## src/rtl/mul_pkg.sv

```systemverilog
// mul_pkg: shared product width, count-field width and accumulator FSM states.
package mul_pkg;
   localparam int PROD_W_DEF = 8;
   localparam int CNT_W = 8;
   typedef enum logic {ACCUM, OUTPUT} state_t;
endpackage

```

## src/rtl/mul_accum_reg.sv

```systemverilog
// mul_accum_reg: accumulator adder with carry detect; MUL_ACCUM_SATURATE_EN clamps on carry instead of wrapping.
module mul_accum_reg #(
   parameter int PROD_W = 8,
   parameter int ACC_W = 16
) (
   input  logic [ACC_W-1:0]  acc,
   input  logic [PROD_W-1:0] prod,
   output logic [ACC_W-1:0]  sum,
   output logic              carry
);
   logic [ACC_W:0] full;
   assign full = {1'b0, acc} + {{(ACC_W + 1 - PROD_W){1'b0}}, prod};
   assign carry = full[ACC_W];
`ifdef MUL_ACCUM_SATURATE_EN
   // once clamped, any further add carries again, so the clamp holds for the frame
   assign sum = carry ? {ACC_W{1'b1}} : full[ACC_W-1:0];
`else
   assign sum = full[ACC_W-1:0];
`endif
endmodule

```

## src/rtl/mul_product_accum.sv

```systemverilog
// mul_product_accum: sums COUNT products (or up to prod_last) and presents the frame result on a valid/ready port.
// Build option MUL_ACCUM_SATURATE_EN selects saturating rather than wrapping accumulation.
module mul_product_accum
   import mul_pkg::*;
#(
   parameter int PROD_W = PROD_W_DEF,
   parameter int ACC_W = 16,
   parameter int COUNT = 4
) (
   input  logic              clk,
   input  logic              rst_n,
   input  logic              prod_valid,
   output logic              prod_ready,
   input  logic [PROD_W-1:0] prod_data,
   input  logic              prod_last,
   output logic              acc_valid,
   input  logic              acc_ready,
   output logic [ACC_W-1:0]  acc_data,
   output logic [CNT_W-1:0]  acc_count,
   output logic              overflow
);
   state_t state;
   logic [ACC_W-1:0] acc, sum;
   logic [CNT_W-1:0] cnt, cnt_nx;
   logic sticky, carry, ovf_nx, done;

   mul_accum_reg #(.PROD_W(PROD_W), .ACC_W(ACC_W)) u_add (
      .acc(acc),
      .prod(prod_data),
      .sum(sum),
      .carry(carry)
   );

   assign cnt_nx = cnt + CNT_W'(1);
   assign ovf_nx = sticky | carry;
   assign done = (cnt_nx == CNT_W'(COUNT)) || prod_last;

   // handshake flags are registered so prod_ready never depends on acc_ready combinationally
   always_ff @(posedge clk or negedge rst_n) begin
      if (!rst_n) begin
         state      <= ACCUM;
         acc        <= '0;
         cnt        <= '0;
         sticky     <= 1'b0;
         prod_ready <= 1'b0;
         acc_valid  <= 1'b0;
         acc_data   <= '0;
         acc_count  <= '0;
         overflow   <= 1'b0;
      end else if (state == ACCUM) begin
         prod_ready <= 1'b1;
         if (prod_valid && prod_ready) begin
            acc    <= sum;
            cnt    <= cnt_nx;
            sticky <= ovf_nx;
            if (done) begin
               acc_data   <= sum;
               acc_count  <= cnt_nx;
               overflow   <= ovf_nx;
               acc_valid  <= 1'b1;
               prod_ready <= 1'b0;
               state      <= OUTPUT;
            end
         end
      end else if (acc_ready) begin
         acc        <= '0;
         cnt        <= '0;
         sticky     <= 1'b0;
         acc_valid  <= 1'b0;
         prod_ready <= 1'b1;
         state      <= ACCUM;
      end
   end
endmodule
```

## config.mk

```make
export PLATFORM = sky130hd
export DESIGN_NAME = mul_product_accum
export DESIGN_NICKNAME = d
export VERILOG_FILES = /design/src/rtl/mul_pkg.sv /design/src/rtl/mul_accum_reg.sv /design/src/rtl/mul_product_accum.sv
export SDC_FILE = /design/constraint.sdc
export NUM_CORES = 1
export LEC_CHECK = 0
export BUFFER_PORTS_ARGS = -buffer_cell sky130_fd_sc_hd__buf_4
export CAP_MARGIN = 20
export CORE_MARGIN = 2
export CORE_UTILIZATION = 39
export CTS_CLUSTER_SIZE = 28
export DETAILED_ROUTE_END_ITERATION = 12
export PLACE_DENSITY = 0.67
export SYNTH_ARGS = -nofsm -noshare
export SYNTH_HDL_FRONTEND = slang
export SYNTH_SLANG_ARGS = --single-unit
```

## constraint.sdc

```tcl
create_clock -name clk -period 2.6 [get_ports clk]
set_input_delay 0.26 -clock clk [delete_from_list [all_inputs] [get_ports clk]]
set_output_delay 0.26 -clock clk [all_outputs]
set_load 0.05 [all_outputs]
```

=== Yosys cells after proc, flatten, opt, wreduce, memory -nomap -nowiden ===
Cells that the tools add are included.

* Bits in registers: 53
* Input bits: 13
* Output and inout bits: 27
* Word-level logic and storage cells: 42

* Add/subtract/negate cells: 2
* Equal/unequal tests: 2
* Multiplexer cells: 20
* Bitwise logic cells: 2
* Reduce and logical (&&, ||, !) cells: 7

{| class="wikitable"
|+ Operators with widths
! kind !! count
|-
| $mux W16 || 3
|-
| $mux W8 || 3
|-
| $add A16 B8 Y17 || 1
|-
| $mux W1 || 14
|-
| $add A8 B1 Y8 const B || 1
|-
| $eq A8 B3 Y1 const B || 1
|-
| $reduce_and A3 Y1 || 2
|-
| $reduce_bool A2 Y1 || 2
|-
| $ne A2 B2 Y1 const B || 1
|-
| $reduce_and A2 Y1 || 1
|-
| $logic_and A1 B1 Y1 || 1
|-
| $logic_or A1 B1 Y1 || 1
|-
| $not A1 Y1 || 1
|-
| $or A1 B1 Y1 || 1
|}

=== Depth between registers and ports, before layout ===
* Depth in word-level cells: 6
* Depth in mapped cells: 8
* Mapped depth without buffers: 7

=== Cells and area by module ===
From an unflattened synthesis, not the netlist that was laid out.

* Cell total of the unflattened synthesis: 278
* Area total of the unflattened synthesis: 2,795.2 sq um

{| class="wikitable"
|+ Modules (own cells, without submodules)
! module !! times used !! cells each !! area an instance (sq um) !! sequential area each (sq um)
|-
| mul_product_accum || 1 || 194 || 2,200.9 || 1,326.3
|-
| mul_accum_reg || 1 || 84 || 594.3 || 0.0
|}

=== Least setup slack after synthesis ===
No wires, ideal clock.

* Path kind: reg-to-reg
* Start: register acc[0]
* End: register acc_data[6]
* Setup time: 0.125 ns
* Arrival: 1.921 ns
* Required time: 2.475 ns
* Path slack: 0.554 ns
* Stages on the path, launching flop included: 8
* Path buffers: 0
* Period minus slack after synthesis: 2.046 ns
* Path through: dfrtp_1 -> ha_1 -> fa_1 -> a211oi_2 -> o21bai_1 -> a21oi_1 -> xnor2_1 -> mux2_2

* Word-level cells in the longest chain between the ends: 1

{| class="wikitable"
|+ Ends and longest elaborated chain
! item !! line !! source
|-
| start: declaration || mul_product_accum.sv:23 || <nowiki>logic [ACC_W-1:0] acc, sum;</nowiki>
|-
| start signal: assignment || mul_product_accum.sv:53 || <nowiki>acc <= sum;</nowiki>
|-
| $add A16 B8 Y17 || mul_accum_reg.sv:12 || <nowiki>assign full = {1'b0, acc} + {{(ACC_W + 1 - PROD_W){1'b0}}, prod};</nowiki>
|-
| end signal: assignment || mul_product_accum.sv:57 || <nowiki>acc_data <= sum;</nowiki>
|-
| end: declaration || mul_product_accum.sv:18 || <nowiki>output logic [ACC_W-1:0] acc_data,</nowiki>
|}

Every way passes these cells.
A chain may end at the register's enable or synchronous reset.

=== Worst setup path in the final report ===
Ends and elaborated chain as after synthesis.

==> flow_summary.ini <==
[synthesis]
ys_seq_elements = 53
yosysWarnings = 0
synthCells = 307
synth_edf_count = 0
syn_nets = 330
synth_ff_type = dfrtp_1
synth.avg_cell_area_um2 = 9.35
ys_seq_area_frac = 0.462
synthesis.area_mm2 = 0.00287
async_flop_share = 1.00
synth_cell_types = 54

[detailed_routing]
wl_per_cell_um = 14.4
drc = 0
vias_per_cell = 5.19
dr.pass1.iters = 4
drtIter0Drc = 93
wl_mm = 6.41
vias = 2308
ant_nets = 0

[layout]
n_antenna_cell = 0
stdcell_count = 445
final_cell_mix = nand2_1, dfrtp_1, buf_4
syn_to_final_growth_pct = 17.6
drive_gt1_frac = 0.199
layout.nets = 368
multi_input_area_mm2 = 0.00145
layout_commonest_cell = nand2_1
register_area_mm2 = 0.00133
fillCellCount = 703

[sta]
relSlewSlack = 0.261
holdWs_ns = -0.0123
setup_viol = 0
hold_violations = 29
rsz0062_at_grt = no
worst_slew_pin_slew_ns = 1.11
clock_skew_ns = 0.00652
finalCritPeriodShare = 0.837
fmax_ghz = 0.459
fin_setup_tns_ns = 0
layout_min_cycle_time_ns = 2.18
slew_viol_final = 0

[place]
portBuffers = 39
place_inst = 437
gp_congestion = 0.827
dp.final_hpwl_mm = 4.52

[clock_network]
cts_setup_buffers = 0
clock_latency_ns = 0.31
clockBufferDepth = 2
cts.sinks = 53
cts_tree = done
htreeDepth = 2
cts_buffers = 5
clockRootBuffer = clkbuf_8
clk_pin_slew_ns = 0.10
cts_resized = 0
hold_buffers = 0

[setup_path]
r2r-start = acc[0]$_DFFE_PN0P_
crit_start = acc[0]$_DFFE_PN0P_
crit_path_start_kind = flip-flop
endpoint_kind = flip-flop
critPathMaxFanout = 3
crit_type = reg2reg
required_ns = 2.81
cp.arrival_ns = 2.38

[floorplanning]
io_pins = 40
die_h_um = 89.8
die_area_mm2 = 0.00806
die_x_um = 89.8
num_rows = 31
initial_core_util = 0.400
core_region_area_mm2 = 0.00718

[pwr]
leakage_nw = 1.52
p_per_area_mw_per_mm2 = 1040
irDropWorstVdd_mv = 0.432

[global_route]
grtUsageTotal = 0.165
grt_pass1_wl_mm = 11.0
grt_max_degree = 54
grt_overflow = 0
antenna_found_initial = 0
grt_pass1_vias = 2296

[min_path]
hp-class = in2async

[outcome]
violations = hold timing
status = finished with violations

[job]
drv_cap = 0
[layout make-up]
type / count / share of cell area
multi-input cells: 233 / 0.429
flip-flops and latches: 53 / 0.393
clock inverters: 3 / 0.0130
clock buffers: 5 / 0.0204
well taps: 99 / 0.0367
inverters: 6 / 0.00667
repair buffers: 46 / 0.102
[Yosys cell counts (all sizes together) (3+ instances only)]
cell type / number / area (µm²)
a211oi: 4 / 45.1
a21o: 9 / 68.8
a21oi: 13 / 76.3
a31oi: 5 / 31.3
and2: 3 / 18.8
and3: 4 / 25.0
buf: 7 / 45.0
clkbuf: 8 / 30.0
dfrtp: 53 / 1330
ha: 9 / 113
inv: 6 / 22.5
nand2: 57 / 216
nand3: 13 / 65.1
nand4: 6 / 37.5
nor2: 12 / 45.0
nor3: 7 / 46.3
o21ai: 37 / 193
o31ai: 5 / 42.5
or3: 5 / 31.3
xnor2: 10 / 87.6
xor2: 4 / 35.0
[metal layers]
layer  wire length [µm]  track usage  vias to the layer above
met1               3160        0.221                     1082
met2               2930        0.273                       41
li1                   -            -                     1179
met4                 74       0.0462                        0
met5                  0            0                        -
met3                246       0.0335                        6
[state kept, by name, indices dropped and copies added (netlist names)]
name,flops
state,1
acc_data,16
acc,16
prod_ready,1
acc_valid,1
acc_count,8
sticky,1
cnt,8
overflow,1
[power breakdown]
| part | internal, mW | leakage (nW) | switching [mW] | total [mW] |
|---|---|---|---|---|
| Sequential | 1.05 | 0.693 | 0.168 | 1.21 |
| Clock | 0.289 | 0.0585 | 0.292 | 0.581 |
| Combinational | 0.583 | 0.767 | 1.14 | 1.73 |
[through the flow]
stage | utilization | total power, mW | worst slack (ns) | instance area [µm²] | hold WS, ns
final | 0.471 | 3.52 | 0.423 | 3380 | -0.0123
after global routing | 0.471 | 3.75 | 0.266 | 3380 | 0.0333
after CTS | 0.471 | 3.55 | 0.399 | 3380 | 0.00839
after detailed placement | 0.455 | 2.96 | 0.406 | 3270 | 0.353
after global placement | 0.455 | 2.93 | 0.435 | 3270 | 0.344
after floorplan | - | 2.49 | 0.554 | 2870 | -0.0356
[final timing paths]
kind | cells after the start | slack, ns | endpoint
hold / removal | 1 | -0.01 | acc[4]$_DFFE_PN0P_
max in group asynchronous | 1 | 2.16 | acc_data[7]$_DFFE_PN0P_
min in group clk | 2 | 0.23 | acc_count[5]$_DFFE_PN0P_
setup / recovery | 7 | 0.42 | acc_data[6]$_DFFE_PN0P_
setup reg to reg | 7 | 0.42 | acc_data[6]$_DFFE_PN0P_
hold reg to reg | 2 | 0.48 | acc_data[0]$_DFFE_PN0P_
[critical path, stage by stage, from the launching register on]
cell,delay [ns]
dfrtp_1,0.39
ha_1,0.22
fa_1,0.43
a211oi_2,0.35
o21bai_1,0.12
a21oi_1,0.19
xnor2_1,0.10
mux2_2,0.27
[cells by family after synthesis]
logic type	Yosys count	synth area share
AO/OA/AOI/OAI	94	0.225
XOR/XNOR	14	0.0427
adder cells (fa/ha/maj)	10	0.0462
buffers and inverters	21	0.0340
flip-flops	53	0.462
multiplexers	2	0.00741
AND/OR/NAND/NOR	113	0.183
Power figures use the tool's default switching activity.
